==> src/rtl/cpu_pkg.sv <==
// Shared definitions for the execute stage: opcodes, default widths and FSM encoding.
package cpu_pkg;

  localparam int WIDTH_DEF  = 8;
  localparam int ADDR_W_DEF = 3;

  localparam logic [2:0] OP_FWD  = 3'b000;
  localparam logic [2:0] OP_ADD  = 3'b001;
  localparam logic [2:0] OP_AND  = 3'b010;
  localparam logic [2:0] OP_OR   = 3'b011;
  localparam logic [2:0] OP_SUB  = 3'b100;
  localparam logic [2:0] OP_MUL  = 3'b101;
  localparam logic [2:0] OP_SLL  = 3'b110;
  localparam logic [2:0] OP_RSVD = 3'b111;

  typedef enum logic [1:0] {
    ST_IDLE = 2'b00,
    ST_EXEC = 2'b01,
    ST_DONE = 2'b10
  } state_e;

endpackage

==> src/rtl/alu_mul_step.sv <==
// One shift-add multiply iteration: conditionally add the aligned multiplicand.
module alu_mul_step #(
  parameter int WIDTH = 8
) (
  input  logic [2*WIDTH-1:0] acc_i,
  input  logic [2*WIDTH-1:0] mcand_i,
  input  logic               bit_i,
  output logic [2*WIDTH-1:0] acc_o
);

  assign acc_o = bit_i ? (acc_i + mcand_i) : acc_i;

endmodule

==> src/rtl/alu_exec.sv <==
// Multi-cycle execute stage between register-file read ports and write-back.
module alu_exec
  import cpu_pkg::*;
#(
  parameter int WIDTH  = WIDTH_DEF,
  parameter int ADDR_W = ADDR_W_DEF
) (
  input  logic              CLK,
  input  logic              RESET,
  input  logic [WIDTH-1:0]  DATA1,
  input  logic [WIDTH-1:0]  DATA2,
  input  logic [2:0]        SELECT,
  input  logic [ADDR_W-1:0] DEST_IN,
  input  logic              START,
  output logic [WIDTH-1:0]  RESULT,
  output logic [ADDR_W-1:0] DEST_OUT,
  output logic              WRITE_EN,
  output logic              BUSY,
  output logic              DONE,
  output logic              ZERO,
  output logic              CARRY
);

  localparam int CNT_W = $clog2(WIDTH + 1);

  state_e              state_q, state_d;
  logic [CNT_W-1:0]    cnt_q, cnt_d;
  logic [ADDR_W-1:0]   dest_q, dest_d;
  logic [WIDTH-1:0]    res_q, res_d;
  logic                zero_q, zero_d;
  logic                carry_q, carry_d;

  logic [WIDTH-1:0]    a_q, a_d;
  logic [WIDTH-1:0]    b_q, b_d;
  logic [2:0]          op_q, op_d;
  logic [2*WIDTH-1:0]  acc_q, acc_d;
  logic [2*WIDTH-1:0]  mcand_q, mcand_d;

  logic [2*WIDTH-1:0]  mul_acc;
  logic [WIDTH:0]      sum, diff;
  logic [WIDTH-1:0]    sll_next;
  logic                sll_active;
  logic [WIDTH-1:0]    op_res;
  logic                op_carry;

  alu_mul_step #(.WIDTH(WIDTH)) u_mul_step (
    .acc_i  (acc_q),
    .mcand_i(mcand_q),
    .bit_i  (b_q[0]),
    .acc_o  (mul_acc)
  );

  assign sum        = {1'b0, a_q} + {1'b0, b_q};
  assign diff       = {1'b0, a_q} - {1'b0, b_q};
  // A zero shift amount still spends one EXEC step, but leaves the value untouched.
  assign sll_active = (b_q[2:0] != 3'd0);
  assign sll_next   = sll_active ? (acc_q[WIDTH-1:0] << 1) : acc_q[WIDTH-1:0];

  always_comb begin
    op_res   = '0;
    op_carry = 1'b0;
    case (op_q)
      OP_FWD: op_res = b_q;
      OP_ADD: begin op_res = sum[WIDTH-1:0];  op_carry = sum[WIDTH];  end
      OP_AND: op_res = a_q & b_q;
      OP_OR:  op_res = a_q | b_q;
      OP_SUB: begin op_res = diff[WIDTH-1:0]; op_carry = diff[WIDTH]; end
      OP_MUL: begin op_res = mul_acc[WIDTH-1:0]; op_carry = |mul_acc[2*WIDTH-1:WIDTH]; end
      OP_SLL: op_res = sll_next;
      default: ;
    endcase
  end

  always_comb begin
    state_d = state_q;
    cnt_d   = cnt_q;
    dest_d  = dest_q;
    res_d   = res_q;
    zero_d  = zero_q;
    carry_d = carry_q;
    a_d     = a_q;
    b_d     = b_q;
    op_d    = op_q;
    acc_d   = acc_q;
    mcand_d = mcand_q;
    case (state_q)
      ST_IDLE: begin
        if (START) begin
          state_d = ST_EXEC;
          a_d     = DATA1;
          b_d     = DATA2;
          op_d    = SELECT;
          dest_d  = DEST_IN;
          mcand_d = {{WIDTH{1'b0}}, DATA1};
          acc_d   = (SELECT == OP_MUL) ? '0 : {{WIDTH{1'b0}}, DATA1};
          case (SELECT)
            OP_MUL:  cnt_d = CNT_W'(WIDTH);
            OP_SLL:  cnt_d = (DATA2[2:0] == 3'd0) ? CNT_W'(1) : CNT_W'(DATA2[2:0]);
            default: cnt_d = CNT_W'(1);
          endcase
        end
      end
      ST_EXEC: begin
        cnt_d = cnt_q - CNT_W'(1);
        if (op_q == OP_MUL) begin
          acc_d   = mul_acc;
          mcand_d = mcand_q << 1;
          b_d     = b_q >> 1;
        end else if (op_q == OP_SLL) begin
          acc_d = {{WIDTH{1'b0}}, sll_next};
        end
        if (cnt_q == CNT_W'(1)) begin
          state_d = ST_DONE;
          // Reserved opcode completes but leaves the visible result untouched.
          if (op_q != OP_RSVD) begin
            res_d   = op_res;
            zero_d  = (op_res == '0);
            carry_d = op_carry;
          end
        end
      end
      ST_DONE: state_d = ST_IDLE;
      default: state_d = ST_IDLE;
    endcase
  end

  // Control and architecturally visible state
  always_ff @(posedge CLK) begin
    if (RESET) begin
      state_q <= ST_IDLE;
      cnt_q   <= '0;
      dest_q  <= '0;
      res_q   <= '0;
      zero_q  <= 1'b0;
      carry_q <= 1'b0;
    end else begin
      state_q <= state_d;
      cnt_q   <= cnt_d;
      dest_q  <= dest_d;
      res_q   <= res_d;
      zero_q  <= zero_d;
      carry_q <= carry_d;
    end
  end

  // Operand and working datapath registers
  always_ff @(posedge CLK) begin
    a_q     <= a_d;
    b_q     <= b_d;
    op_q    <= op_d;
    acc_q   <= acc_d;
    mcand_q <= mcand_d;
  end

  assign RESULT   = res_q;
  assign DEST_OUT = dest_q;
  assign ZERO     = zero_q;
  assign CARRY    = carry_q;
  assign BUSY     = (state_q != ST_IDLE);
  assign DONE     = (state_q == ST_DONE);
  assign WRITE_EN = (state_q == ST_DONE) && (op_q != OP_RSVD);

endmodule

==> config.mk <==
export PLATFORM = sky130hd
export DESIGN_NAME = alu_exec
export DESIGN_NICKNAME = d
export VERILOG_FILES = /design/src/rtl/cpu_pkg.sv /design/src/rtl/alu_mul_step.sv /design/src/rtl/alu_exec.sv
export SDC_FILE = /design/constraint.sdc
export NUM_CORES = 1
export LEC_CHECK = 0
export ABC_CLOCK_PERIOD_IN_PS = 6670
export BUFFER_PORTS_ARGS = -buffer_cell sky130_fd_sc_hd__buf_2
export CORE_ASPECT_RATIO = 0.8
export CORE_MARGIN = 5
export CORE_UTILIZATION = 45
export CTS_CLUSTER_DIAMETER = 150
export DETAILED_ROUTE_END_ITERATION = 16
export PLACE_DENSITY = 0.69
export SKIP_CTS_REPAIR_TIMING = 1
export SLEW_MARGIN = 20
export SYNTH_ARGS = -nofsm -noshare
export SYNTH_HDL_FRONTEND = slang
export SYNTH_HIERARCHICAL = 1
export SYNTH_SLANG_ARGS = --single-unit
==> constraint.sdc <==
create_clock -name CLK -period 6.67 [get_ports CLK]
set_clock_uncertainty 0.2 [all_clocks]
set_input_delay 1.0005 -clock CLK [delete_from_list [all_inputs] [get_ports CLK]]
set_output_delay 1.0005 -clock CLK [all_outputs]
set_load 0.01 [all_outputs]
==> results_dict.tcl <==
set metrics [dict create \
    status "finished, final reports clean" \
    root_buffer "clkbuf_16" \
    dieArea_um2 14200 \
    die_w_um 132 \
    rr_worst_depth 12 \
    slew_viol_final 0 \
    cap_violations 0 \
    fin_crit_ns 3.83 \
    clock-sinks 70 \
    io_buffer_count 40 \
    yosys-top-cells-area "edfxtp_1 29%, ha_1 9.6%, dfxtp_1 7.1%" \
    worst_pin_slew_ns 0.903 \
    num_io_pins 41 \
    netlist_top_cells_count "64 x nand2_1, 51 x edfxtp_1, 50 x nor2_1" \
    grt-ovfl-total 0 \
    finalCritPeriodShare 0.574 \
    drive_gt1_frac 0.146 \
    synth_top_area_frac 0.286 \
    worstReg2RegStart "acc_q[0]" \
    worstPathRequired_ns 6.70 \
    p_leak_nw 2.50 \
    vias 4609 \
    globalplace.congestion 0.929 \
    post-place-ws_ns 2.87 \
    vias_per_cell 6.03 \
    synth_mux_area_frac 0.0538 \
    coreArea_um2 11600 \
    clkLatencyLatePin_ns 0.34 \
    hold_violations 0 \
    rows 35 \
    ys_async_sr_fraction 0 \
    synthXorXnorAreaFrac 0.0180 \
    start_util 0.463 \
    tns_ns 0 \
    hold_path.class "flop to flop" \
    synthCells 590 \
    reg2reg_slack_ns 2.84 \
    h-tree-depth 3 \
    slew_headroom 0.398 \
    dieHeight_um 108 \
    ir_worst_vdd_v 0.000157 \
    ys_types 75 \
    totalWireLength_um 14600 \
    synth_top_family_by_area "compound AO/OA/AOI/OAI gates" \
    ys_ff_latch 70 \
    crit_start "acc_q[0]" \
    wl_per_cell_um 19.2 \
    critical_path_class "flop to flop" \
    grt_pass1_vias 4479 \
    crit_fanout 5 \
    dpl.cell_count 748 \
    fmax_mhz 261 \
    fin_ws_ns 2.84 \
    cts.path.max_buffers 2 \
    gr-usage-met1 0.306 \
    grt_pass1_wl_um 23800 \
    synth_fp_nets 659 \
    post-dp-hpwl_um 10700 \
    synth.most_common_cell "nand2_1" \
    whs_path_depth 2 \
    final_antenna_net_count 0 \
    ys_seq_area_frac 0.357 \
    gr-max-usage-layer "met2" \
    syn_to_final_growth_pct 9.85 \
    rsz0062_at_grt "false" \
    antenna_found_initial 0 \
    synth_edf_count 51 \
    critPathCapture "CARRY" \
    synthAdderAreaFrac 0.107 \
    cts_made_buffers 9 \
    grt_use_total 0.208 \
    nFillCells 1084 \
    yosysWarnings 6 \
    synthSimpleGateAreaFrac 0.188 \
    synth_top_area_cell "edfxtp_1" \
    synth_compound_area_frac 0.217 \
    power.density_nw_per_um2 262 \
    r2r-end "CARRY" \
    final_cell_count_no_fill 764 \
    cts_tree "yes" \
    met3_usage 0.0565 \
    start_kind "flop" \
    clk_pin_slew_ns 0.06 \
    grt_use_met2 0.306 \
    nNetsFinal 680 \
    grt_max_degree 37 \
    ys.flop_type "edfxtp_1" \
    critPathArrivalTime_ns 3.86 \
    syn_avg_cell_area_um2 9.07 \
    crit_path_end_kind "flop" \
    setup-violations-final 0 \
    netlist_area_um2 5350 \
    drt_iter0_drc 456 \
    drcViolationCount 0 \
    first_pass_iters 5 \
    n_antenna_cell 0 \
]
[how the worst min path moves through the flow]
stage / start / end / slack (ns)
after floorplan: DEST_OUT[0] / DEST_OUT[0] / 0.28
after global placement: DEST_OUT[2] / DEST_OUT[2] / 0.24
after detailed placement: DEST_OUT[0] / DEST_OUT[0] / 0.25
after CTS: DEST_OUT[0] / DEST_OUT[0] / 0.26
after global routing: DEST_OUT[0] / DEST_OUT[0] / 0.29
final: DEST_OUT[0] / DEST_OUT[0] / 0.25
[logic make-up (layout without fill, tap and decap cells)]
logic type	Yosys count	in the layout
DFF	70	70
xor gates and xnor gates	11	11
AOI/OAI and AO/OA	166	166
muxes	27	27
adders and majority gates	44	44
buffers and inverters	69	95
and+or+nand+nor	203	203
[flip-flops by register name, summed over array words and instances, names as in the netlist]
name	count
state_q	2
mcand_q	16
acc_q	16
b_q	8
CARRY	1
cnt_q	4
RESULT	8
DEST_OUT	3
ZERO	1
a_q	8
op_q	3
[critical path, cell delays in order, from the launching register on]
cell,delay (ns)
edfxtp_1,0.46
ha_1,0.31
fa_1,0.42
a21oi_1,0.21
o21ai_1,0.12
a31o_1,0.26
a21oi_2,0.19
xnor2_1,0.09
mux2_2,0.28
or4_1,0.48
o21ai_0,0.24
o311ai_0,0.19
a32o_1,0.29
[per-stage QoR]
stage,hold WS [ns],power [W],cell area [um2],util
2_1_floorplan,0.281,0.000937,5350,-
3_3_place_gp,0.241,0.00105,5580,0.483
3_5_place_dp,0.246,0.00106,5580,0.483
4_1_cts,0.255,0.00154,5880,0.508
5_1_grt,0.294,0.00162,5880,0.508
6_report,0.251,0.00154,5880,0.508
[report_power, final]
group | internal (W) | total (W) | switching (W)
Combinational | 0.000194 | 0.000497 | 0.000302
Clock | 0.000278 | 0.000479 | 0.000201
Sequential | 0.000520 | 0.000566 | 0.0000463
[final cells by class]
class | count | area (um2) | area share
Sequential cell | 70 | 1910 | 0.325
Clock inverter | 5 | 38.8 | 0.00660
Multi-Input combinational cell | 451 | 3120 | 0.532
Tap cell | 148 | 185 | 0.0315
Inverter | 35 | 131 | 0.0224
Clock buffer | 11 | 254 | 0.0432
Timing Repair Buffer | 44 | 230 | 0.0392
[routing by layer]
| layer | vias up | part of all wire |
|---|---|---|
| met5 | - | 0 |
| met4 | 0 | 0.010 |
| met3 | 16 | 0.090 |
| met2 | 197 | 0.42 |
| met1 | 2194 | 0.48 |
| li1 | 2202 | - |
[cell usage in the layout (no fill, tap or decap), types with 3 or more instances in the layout]
master      n
mux2_2     10
a211oi_1    4
o21bai_1    4
nand3_1     9
a31oi_1     5
nand4_1     6
o211ai_1    5
o22ai_1     8
and2_1     12
or4_1       4
dfxtp_1    19
xor2_1      5
a21o_1     14
and3_1     11
a2bb2oi_1   3
nor2_1     50
buf_2      40
ha_1       41
nand2_1    64
o221ai_1    6
nor4_1      4
a21oi_1    49
nor3_1     14
o311ai_0    3
xnor2_1     6
mux2i_1    16
nand2b_1    7
fa_1        3
nor3b_1     3
clkbuf_16  10
nor2b_1     6
inv_1      34
o21ai_0    26
o31ai_1     5
edfxtp_1   51
o2bb2ai_1   3
buf_4       4
Power figures use the tool's default switching activity.
